File: src/rtl/packer8_if.sv
`default_nettype none
// ----------------------------------------------------------------------------
// Module   : packer8_if
// Brief    : Serial-bit input and packed-word output bundle for packer8.
// Revision : 1.0  initial release
// ----------------------------------------------------------------------------
interface packer8_if;
   logic       bit_in;
   logic       bit_valid;
   logic       bit_ready;
   logic       flush;
   logic [7:0] out;
   logic [3:0] out_count;
   logic       out_valid;
   logic       out_ready;

   modport master (
      output bit_in, bit_valid, flush, out_ready,
      input  bit_ready, out, out_count, out_valid
   );

   modport slave (
      input  bit_in, bit_valid, flush, out_ready,
      output bit_ready, out, out_count, out_valid
   );
endinterface
`default_nettype wire

File: src/rtl/packer8.sv
`default_nettype none
// ----------------------------------------------------------------------------
// Module   : packer8
// Brief    : Packs serial bits into 8-bit words; flush emits a zero-padded
//            partial word with its bit count.
// Revision : 1.0  initial release
// ----------------------------------------------------------------------------
module packer8 #(
   parameter bit LSB_FIRST = 1'b1
) (
   input  wire logic clk,
   input  wire logic rst_n,
   packer8_if.slave  bus
);

   localparam logic [2:0] c_last_pos = 3'd7;
   localparam logic [3:0] c_full_cnt = 4'd8;

   logic [7:0] r_acc;
   logic [2:0] r_cnt;
   logic       r_flush_pend;
   logic [7:0] r_out;
   logic [3:0] r_out_count;
   logic       r_out_valid;

   logic       w_out_slot_free;
   logic       w_bit_ready;
   logic       w_accept;
   logic       w_complete;
   logic       w_flush_set;
   logic       w_load_partial;
   logic [2:0] w_pos;
   logic [7:0] w_acc_next;

   assign w_out_slot_free = !r_out_valid || bus.out_ready;
   // Last bit position needs a free output slot since it loads the word.
   assign w_bit_ready     = !r_flush_pend && (r_cnt != c_last_pos || w_out_slot_free);
   assign w_accept        = bus.bit_valid && w_bit_ready;
   assign w_complete      = w_accept && (r_cnt == c_last_pos);
   assign w_flush_set     = bus.flush && !w_complete && (r_cnt != 3'd0 || w_accept);
   assign w_load_partial  = r_flush_pend && w_out_slot_free;
   assign w_pos           = LSB_FIRST ? r_cnt : (c_last_pos - r_cnt);

   always_comb begin
      w_acc_next = r_acc;
      if (w_accept) begin
         w_acc_next[w_pos] = bus.bit_in;
      end
   end

   always_ff @(posedge clk or negedge rst_n) begin
      if (!rst_n) begin
         r_acc        <= 8'd0;
         r_cnt        <= 3'd0;
         r_flush_pend <= 1'b0;
         r_out        <= 8'd0;
         r_out_count  <= 4'd0;
         r_out_valid  <= 1'b0;
      end else if (w_complete) begin
         r_out        <= w_acc_next;
         r_out_count  <= c_full_cnt;
         r_out_valid  <= 1'b1;
         r_acc        <= 8'd0;
         r_cnt        <= 3'd0;
      end else if (w_load_partial) begin
         // Accept is blocked while pending, so acc/cnt are already final.
         r_out        <= r_acc;
         r_out_count  <= {1'b0, r_cnt};
         r_out_valid  <= 1'b1;
         r_acc        <= 8'd0;
         r_cnt        <= 3'd0;
         r_flush_pend <= 1'b0;
      end else begin
         if (r_out_valid && bus.out_ready) begin
            r_out_valid <= 1'b0;
         end
         r_acc        <= w_acc_next;
         r_cnt        <= w_accept ? (r_cnt + 3'd1) : r_cnt;
         r_flush_pend <= r_flush_pend || w_flush_set;
      end
   end

   assign bus.bit_ready = w_bit_ready;
   assign bus.out       = r_out;
   assign bus.out_count = r_out_count;
   assign bus.out_valid = r_out_valid;

endmodule
`default_nettype wire
File: src/flat_wrapper.sv
// flat-port wrapper written by rule: the top's interface ports become plain ports
module packer8_flat 
#(
   parameter bit LSB_FIRST = 1'b1
)
  (clk, rst_n, bus_bit_in, bus_bit_valid, bus_flush, bus_out_ready, bus_bit_ready, bus_out, bus_out_count, bus_out_valid);
  packer8_if bus_i ();
  input  wire logic clk;
  input  wire logic rst_n;
  input wire logic [$bits(bus_i.bit_in)-1:0] bus_bit_in;
  input wire logic [$bits(bus_i.bit_valid)-1:0] bus_bit_valid;
  input wire logic [$bits(bus_i.flush)-1:0] bus_flush;
  input wire logic [$bits(bus_i.out_ready)-1:0] bus_out_ready;
  output wire logic [$bits(bus_i.bit_ready)-1:0] bus_bit_ready;
  output wire logic [$bits(bus_i.out)-1:0] bus_out;
  output wire logic [$bits(bus_i.out_count)-1:0] bus_out_count;
  output wire logic [$bits(bus_i.out_valid)-1:0] bus_out_valid;
  assign bus_i.bit_in = bus_bit_in;
  assign bus_i.bit_valid = bus_bit_valid;
  assign bus_i.flush = bus_flush;
  assign bus_i.out_ready = bus_out_ready;
  assign bus_bit_ready = bus_i.bit_ready;
  assign bus_out = bus_i.out;
  assign bus_out_count = bus_i.out_count;
  assign bus_out_valid = bus_i.out_valid;
  packer8 #(.LSB_FIRST(LSB_FIRST)) u_core (.clk(clk), .rst_n(rst_n), .bus(bus_i));
endmodule
File: config.mk
export PLATFORM = sky130hd
export DESIGN_NAME = packer8_flat
export DESIGN_NICKNAME = d
export VERILOG_FILES = /design/src/rtl/packer8_if.sv /design/src/rtl/packer8.sv /design/src/flat_wrapper.sv
export SDC_FILE = /design/constraint.sdc
export NUM_CORES = 1
export LEC_CHECK = 0
export CORE_ASPECT_RATIO = 1.5
export CORE_UTILIZATION = 54
export CTS_BUF_LIST = sky130_fd_sc_hd__clkbuf_4
export DETAILED_ROUTE_END_ITERATION = 8
export PLACE_DENSITY = 0.84
export SYNTH_ARGS = -nofsm -noshare
export SYNTH_HDL_FRONTEND = slang
export SYNTH_SLANG_ARGS = --single-unit
File: constraint.sdc
create_clock -name clk -period 2.39 [get_ports clk]
set_input_delay 0.5975 -clock clk [delete_from_list [all_inputs] [get_ports clk]]
set_output_delay 0.5975 -clock clk [all_outputs]
set_load 0.1 [all_outputs]
Word-level counts from Yosys, hierarchy flattened
Index checks and enable logic that the tools add are counted.
- add/sub/neg operators: 1
- order comparisons: 2
- eq/ne operators: 2
- multiplexer cells: 17
- reduce and logical (&&, ||, !) cells: 19
- operators by type and width (operator ; number):
    $mux W8 ; 5
    $mux W3 ; 3
    $reduce_bool A3 Y1 ; 3
    $bwmux W8 ; 1
    $logic_and A1 B1 Y1 ; 8
    $mux W4 ; 2
    $mux W1 ; 5
    $logic_or A1 B1 Y1 ; 4
    $lt A3 B4 Y1 const B ; 1
    $add A3 B1 Y3 const B ; 1
    $demux W1 S3 ; 1
    $eq A3 B3 Y1 const B ; 1
    $ge A3 B1 Y1 const B ; 1
    $logic_not A1 Y1 ; 3
    $ne A3 B3 Y1 const B ; 1
    $reduce_bool A2 Y1 ; 1
- register bits after elaboration: 25
- bits of input ports: 6
- output and inout port bits: 14
- logic and storage cells: 47

Depth between registers and ports, before layout
Gate-level depths: netlist (run 1).
- depth after elaboration: 11
- mapped depth: 7
- gate-level depth less buffers: 6

Worst setup path after synthesis (run 1)
Ideal clock, no wire load.
- kind: register -> output
- start point: register u_core.r_out_valid (netlist: u_core.bus.out_valid)
- end point: output port bus_bit_ready
- arrival: 2.403 ns
- data required time: 1.793 ns
- slack: -0.611 ns
- cell stages (with the launch flop): 3
- path buffers: 0
- cells stage by stage: dfrtp_1 and3b_4 nor2_1
- cells in the longest elaborated chain, start to end: 4
- RTL lines (item ; RTL line ; text):
    from (decl) ; packer8.sv:24 ; logic r_out_valid;
    from (signal assigned) ; packer8.sv:58 ; r_out_valid <= 1'b0;
    from (signal assigned) ; packer8.sv:62 ; r_out_valid <= 1'b1;
    from (signal assigned) ; packer8.sv:69 ; r_out_valid <= 1'b1;
    $logic_not A1 Y1 ; packer8.sv:35 ; assign w_out_slot_free = !r_out_valid || bus.out_ready;
    $logic_or A1 B1 Y1 ; packer8.sv:35 ;
    $logic_or A1 B1 Y1 ; packer8.sv:37 ; assign w_bit_ready = !r_flush_pend && (r_cnt != c_last_pos || w_out_slot_free);
    $logic_and A1 B1 Y1 ; packer8.sv:37 ;
    to (decl) ; flat_wrapper.sv:14 ; output wire logic [$bits(bus_i.bit_ready)-1:0] bus_bit_ready;
No other way between the ends.

Worst setup path in the final report (run 1)
- start point: register u_core.r_cnt[0]
- end point: output port bus_bit_ready
- cells in the longest elaborated chain, start to end: 3
- RTL lines (item ; RTL line ; text):
    from (decl) ; packer8.sv:20 ; logic [2:0] r_cnt;
    from (signal assigned) ; packer8.sv:78 ; r_cnt <= w_accept ? (r_cnt + 3'd1) : r_cnt;
    $ne A3 B3 Y1 ; packer8.sv:37 ;
    $logic_or A1 B1 Y1 ; packer8.sv:37 ;
    $logic_and A1 B1 Y1 ; packer8.sv:37 ;
No other way between the ends.

==> results.md, run 1 <==
* Final net count at 143
* Syn Inst Count at 113
* Status: finished clean
* CTS Hold Buffers Added at 0
* Drt drc at 0
* Largest net degree at the start of global routing at 26
* Die ar. at 2501 µm²
* Main synth FF type: dfrtp_1
* Vias/cell at 5.981
* Hold Path Class: flop to flop
* Unrepaired setup endpoints after global routing: false
* Worst setup SP type: flop
* Worst Path Arrival at roughly 1700 ps
* Clock slew at reported path FFs at between 100 and 150 ps
* Final Skew at around 5.4 ps
* Synth Register Bits at 25
* # fillers at 182
* Starting Density at 59.11%
* Area delta synth->final at 17.32%
* Critical path peak fanout at 5
* Multiplexer area fraction after synthesis at 6.445%
* Largest family of logic cells by synthesized area: simple AND/OR/NAND/NOR gates
* Final Setup Violations at 0
* Synth Area in Simple Gates at between 20% and 30%
* Sink Count at 25
* Most frequent cells in the layout: 23 x dfrtp_1, 17 x buf_4, 11 x nand2_1, 11 x a21oi_1, 9 x nor2_1
* Io pins at 20
* Syn_area_per_cell at 11.00 µm²
* Adder-cell share of the synthesized area at 3.021%
* Vias in the first global route at ~890
* Input/output buffers at 19
* CTS tree: yes
* Die extent in y at 60.75 µm
* Slew HR at 70.23%
* Worst Tran Pin Value at 446.6 ps
* Final wirelength at 2303 µm
* Fraction of layout instances using a drive strength above 1 at between 20 and 30%
* Synth Area in XOR/XNOR at 0%
* Yosys warns at 0
* Final setup TNS at 0 ps
* Grt ovf at 0
* Ant diodes at 0
* Row count at 20
* Core Region at roughly 2100 µm²
* Tcrit/Tclk final at 96.22%
* Initial DRC count at 14
* Inserted Clock Buffers at 3
* Cell variety after synth at 32
* Final core occ at 69.35%
* Skew-Pair Late Insertion Delay at 320 ps
* Clk buf depth at 2
* Async SR Flop Fraction at 100.0%
* Synth top area share at 50.35%
* Width of the die at 41.17 µm
* Slew Limit Fails at 0
* Final Hold Viols at 0
* Most common cell after layout, fill and taps aside: dfrtp_1
* Synth area leaders: dfrtp_1 50%, mux2i_1 6.4%, a21oi_1 4.4%, o22ai_1 4.0%, nand2_1 3.3%
* HPWL after detailed placement at 1659 µm
* F_max at 434.8 MHz
* Post-synthesis compound-gate area fraction at 12.59%
* Initial antenna violation count at 0
* Cell Area, Synth at between 1000 and 1500 µm²
* Clock root buffer: clkbuf_4
* ANT nets after route at 0
* First-pass GRT wire length at approximately 3600 µm
* Via count at 927
* Fin crit period at 2300 ps
* H-tree levels at 1
* Post-synth EDFFs at 0
* Crit Path Class: flop to output pin
* Synth area leader: dfrtp_1
* Critical path capture point type: output pin
* Critical path required time at 1790 ps
* Max Cap Viol at 0
* RD Place Congestion at about 0.76
* Tot GR Track Use at a little over a fifth
* 1st-pass router iterations at 4
* Per-cell routed wire length at 14.86 µm
* Mapped Nets at 122
* Register area share after synthesis at 50.35%
what timing repair did:
action,in CTS,in global routing
setup buffers,1,0
setup endpoints to repair,1,1
gates resized for setup,1,1
gates cloned,0,0
cell type report:
cell class | count | area (µm²) | area share, %
sequential | 25 | 628.1 | 43.09
multi-input combinational | 78 | 563.0 | 38.63
timing repair buffer | 23 | 197.7 | 13.56
clock buffer | 4 | 30.03 | 2.060
tap | 22 | 27.53 | 1.888
inverter | 3 | 11.26 | 0.7725
flip-flops by register name, indices dropped and copies added, names as in the netlist:
register,cells
u_core.bus.out,8
u_core.r_acc,8
u_core.bus.out_count,4
u_core.r_cnt,3
u_core.bus.out_valid,1
u_core.r_flush_pend,1
metal layers:
metal	up-vias	part of all wire, %	GRT usage [%]
met1	455	41	24.26
met3	2	4.6	2.198
li1	443	-	-
met4	0	1.3	8.295
met2	27	53	38.84
met5	-	0	0
synthesized netlist by cell type, drive strengths merged, types with 2 or more instances:
cell,instances
nor2,10
dfrtp,25
nand3,3
a21o,2
o22ai,8
ha,3
nor2b,2
and3b,2
a21oi,11
inv,3
mux2i,8
nand4,2
o21ai,2
buf,7
nand3b,2
nor4,2
nand2,11
cell families after synthesis:
family                   after synthesis
AO/OA/AOI/OAI                         25
adder cells (fa/ha/maj)                3
multiplexers                           8
flip-flops                            25
buffers and inverters                 10
AND/OR/NAND/NOR                       42
worst paths after layout:
path | slack [ps] | depth (start not counted) | endpoint | from
max in group asynchronous | 1500 | 2 | u_core.r_cnt[0] | rst_n
max | 90 | 5 | bus_bit_ready | u_core.r_cnt[0]
min | 500 | 2 | u_core.bus.out_count[0] | u_core.bus.out_count[0]
min in group asynchronous | 620 | 2 | u_core.r_flush_pend | rst_n
max reg2reg | 550 | 6 | u_core.bus.out[1] | u_core.r_cnt[0]
min reg2reg | 500 | 2 | u_core.bus.out_count[0] | u_core.bus.out_count[0]
critical path, cell delays in order, from the launching register on:
cell and delay, ps:
dfrtp_2 430, ha_1 200, ha_1 220, and3b_4 250
nor2_4 100, buf_12 180
metrics by stage:
| stage | std cells | area (µm²) | setup slack, ps | hold WS, ps |
|---|---|---|---|---|
| after floorplan | 113 | 1250 | 167.4 | 301.9 |
| after global placement | 150 | 1418 | 158.0 | 463.0 |
| after detailed placement | 150 | 1418 | 121.2 | 474.7 |
| after CTS | 155 | 1456 | 57.47 | 503.7 |
| after global routing | 155 | 1458 | 22.65 | 535.1 |
| final | 155 | 1458 | 90.33 | 495.2 |
Power of run 1 is left out: the tool's default activity adds up to more than one toggle a clock period on the data nets, which glitch-free logic cannot reach.
==> inputs of run 2 (changes only) <==
--- a/config.mk
+++ b/config.mk
@@ -8,6 +8,7 @@
 export CORE_ASPECT_RATIO = 1.5
 export CORE_UTILIZATION = 54
 export CTS_BUF_LIST = sky130_fd_sc_hd__clkbuf_4
+export CTS_CLUSTER_DIAMETER = 100
 export DETAILED_ROUTE_END_ITERATION = 8
 export PLACE_DENSITY = 0.84
 export SYNTH_ARGS = -nofsm -noshare
==> results of run 2 <==
Same layout as run 1: the final DEF is identical, and so are final timing and power.
Power of run 2 is left out for the same reason.
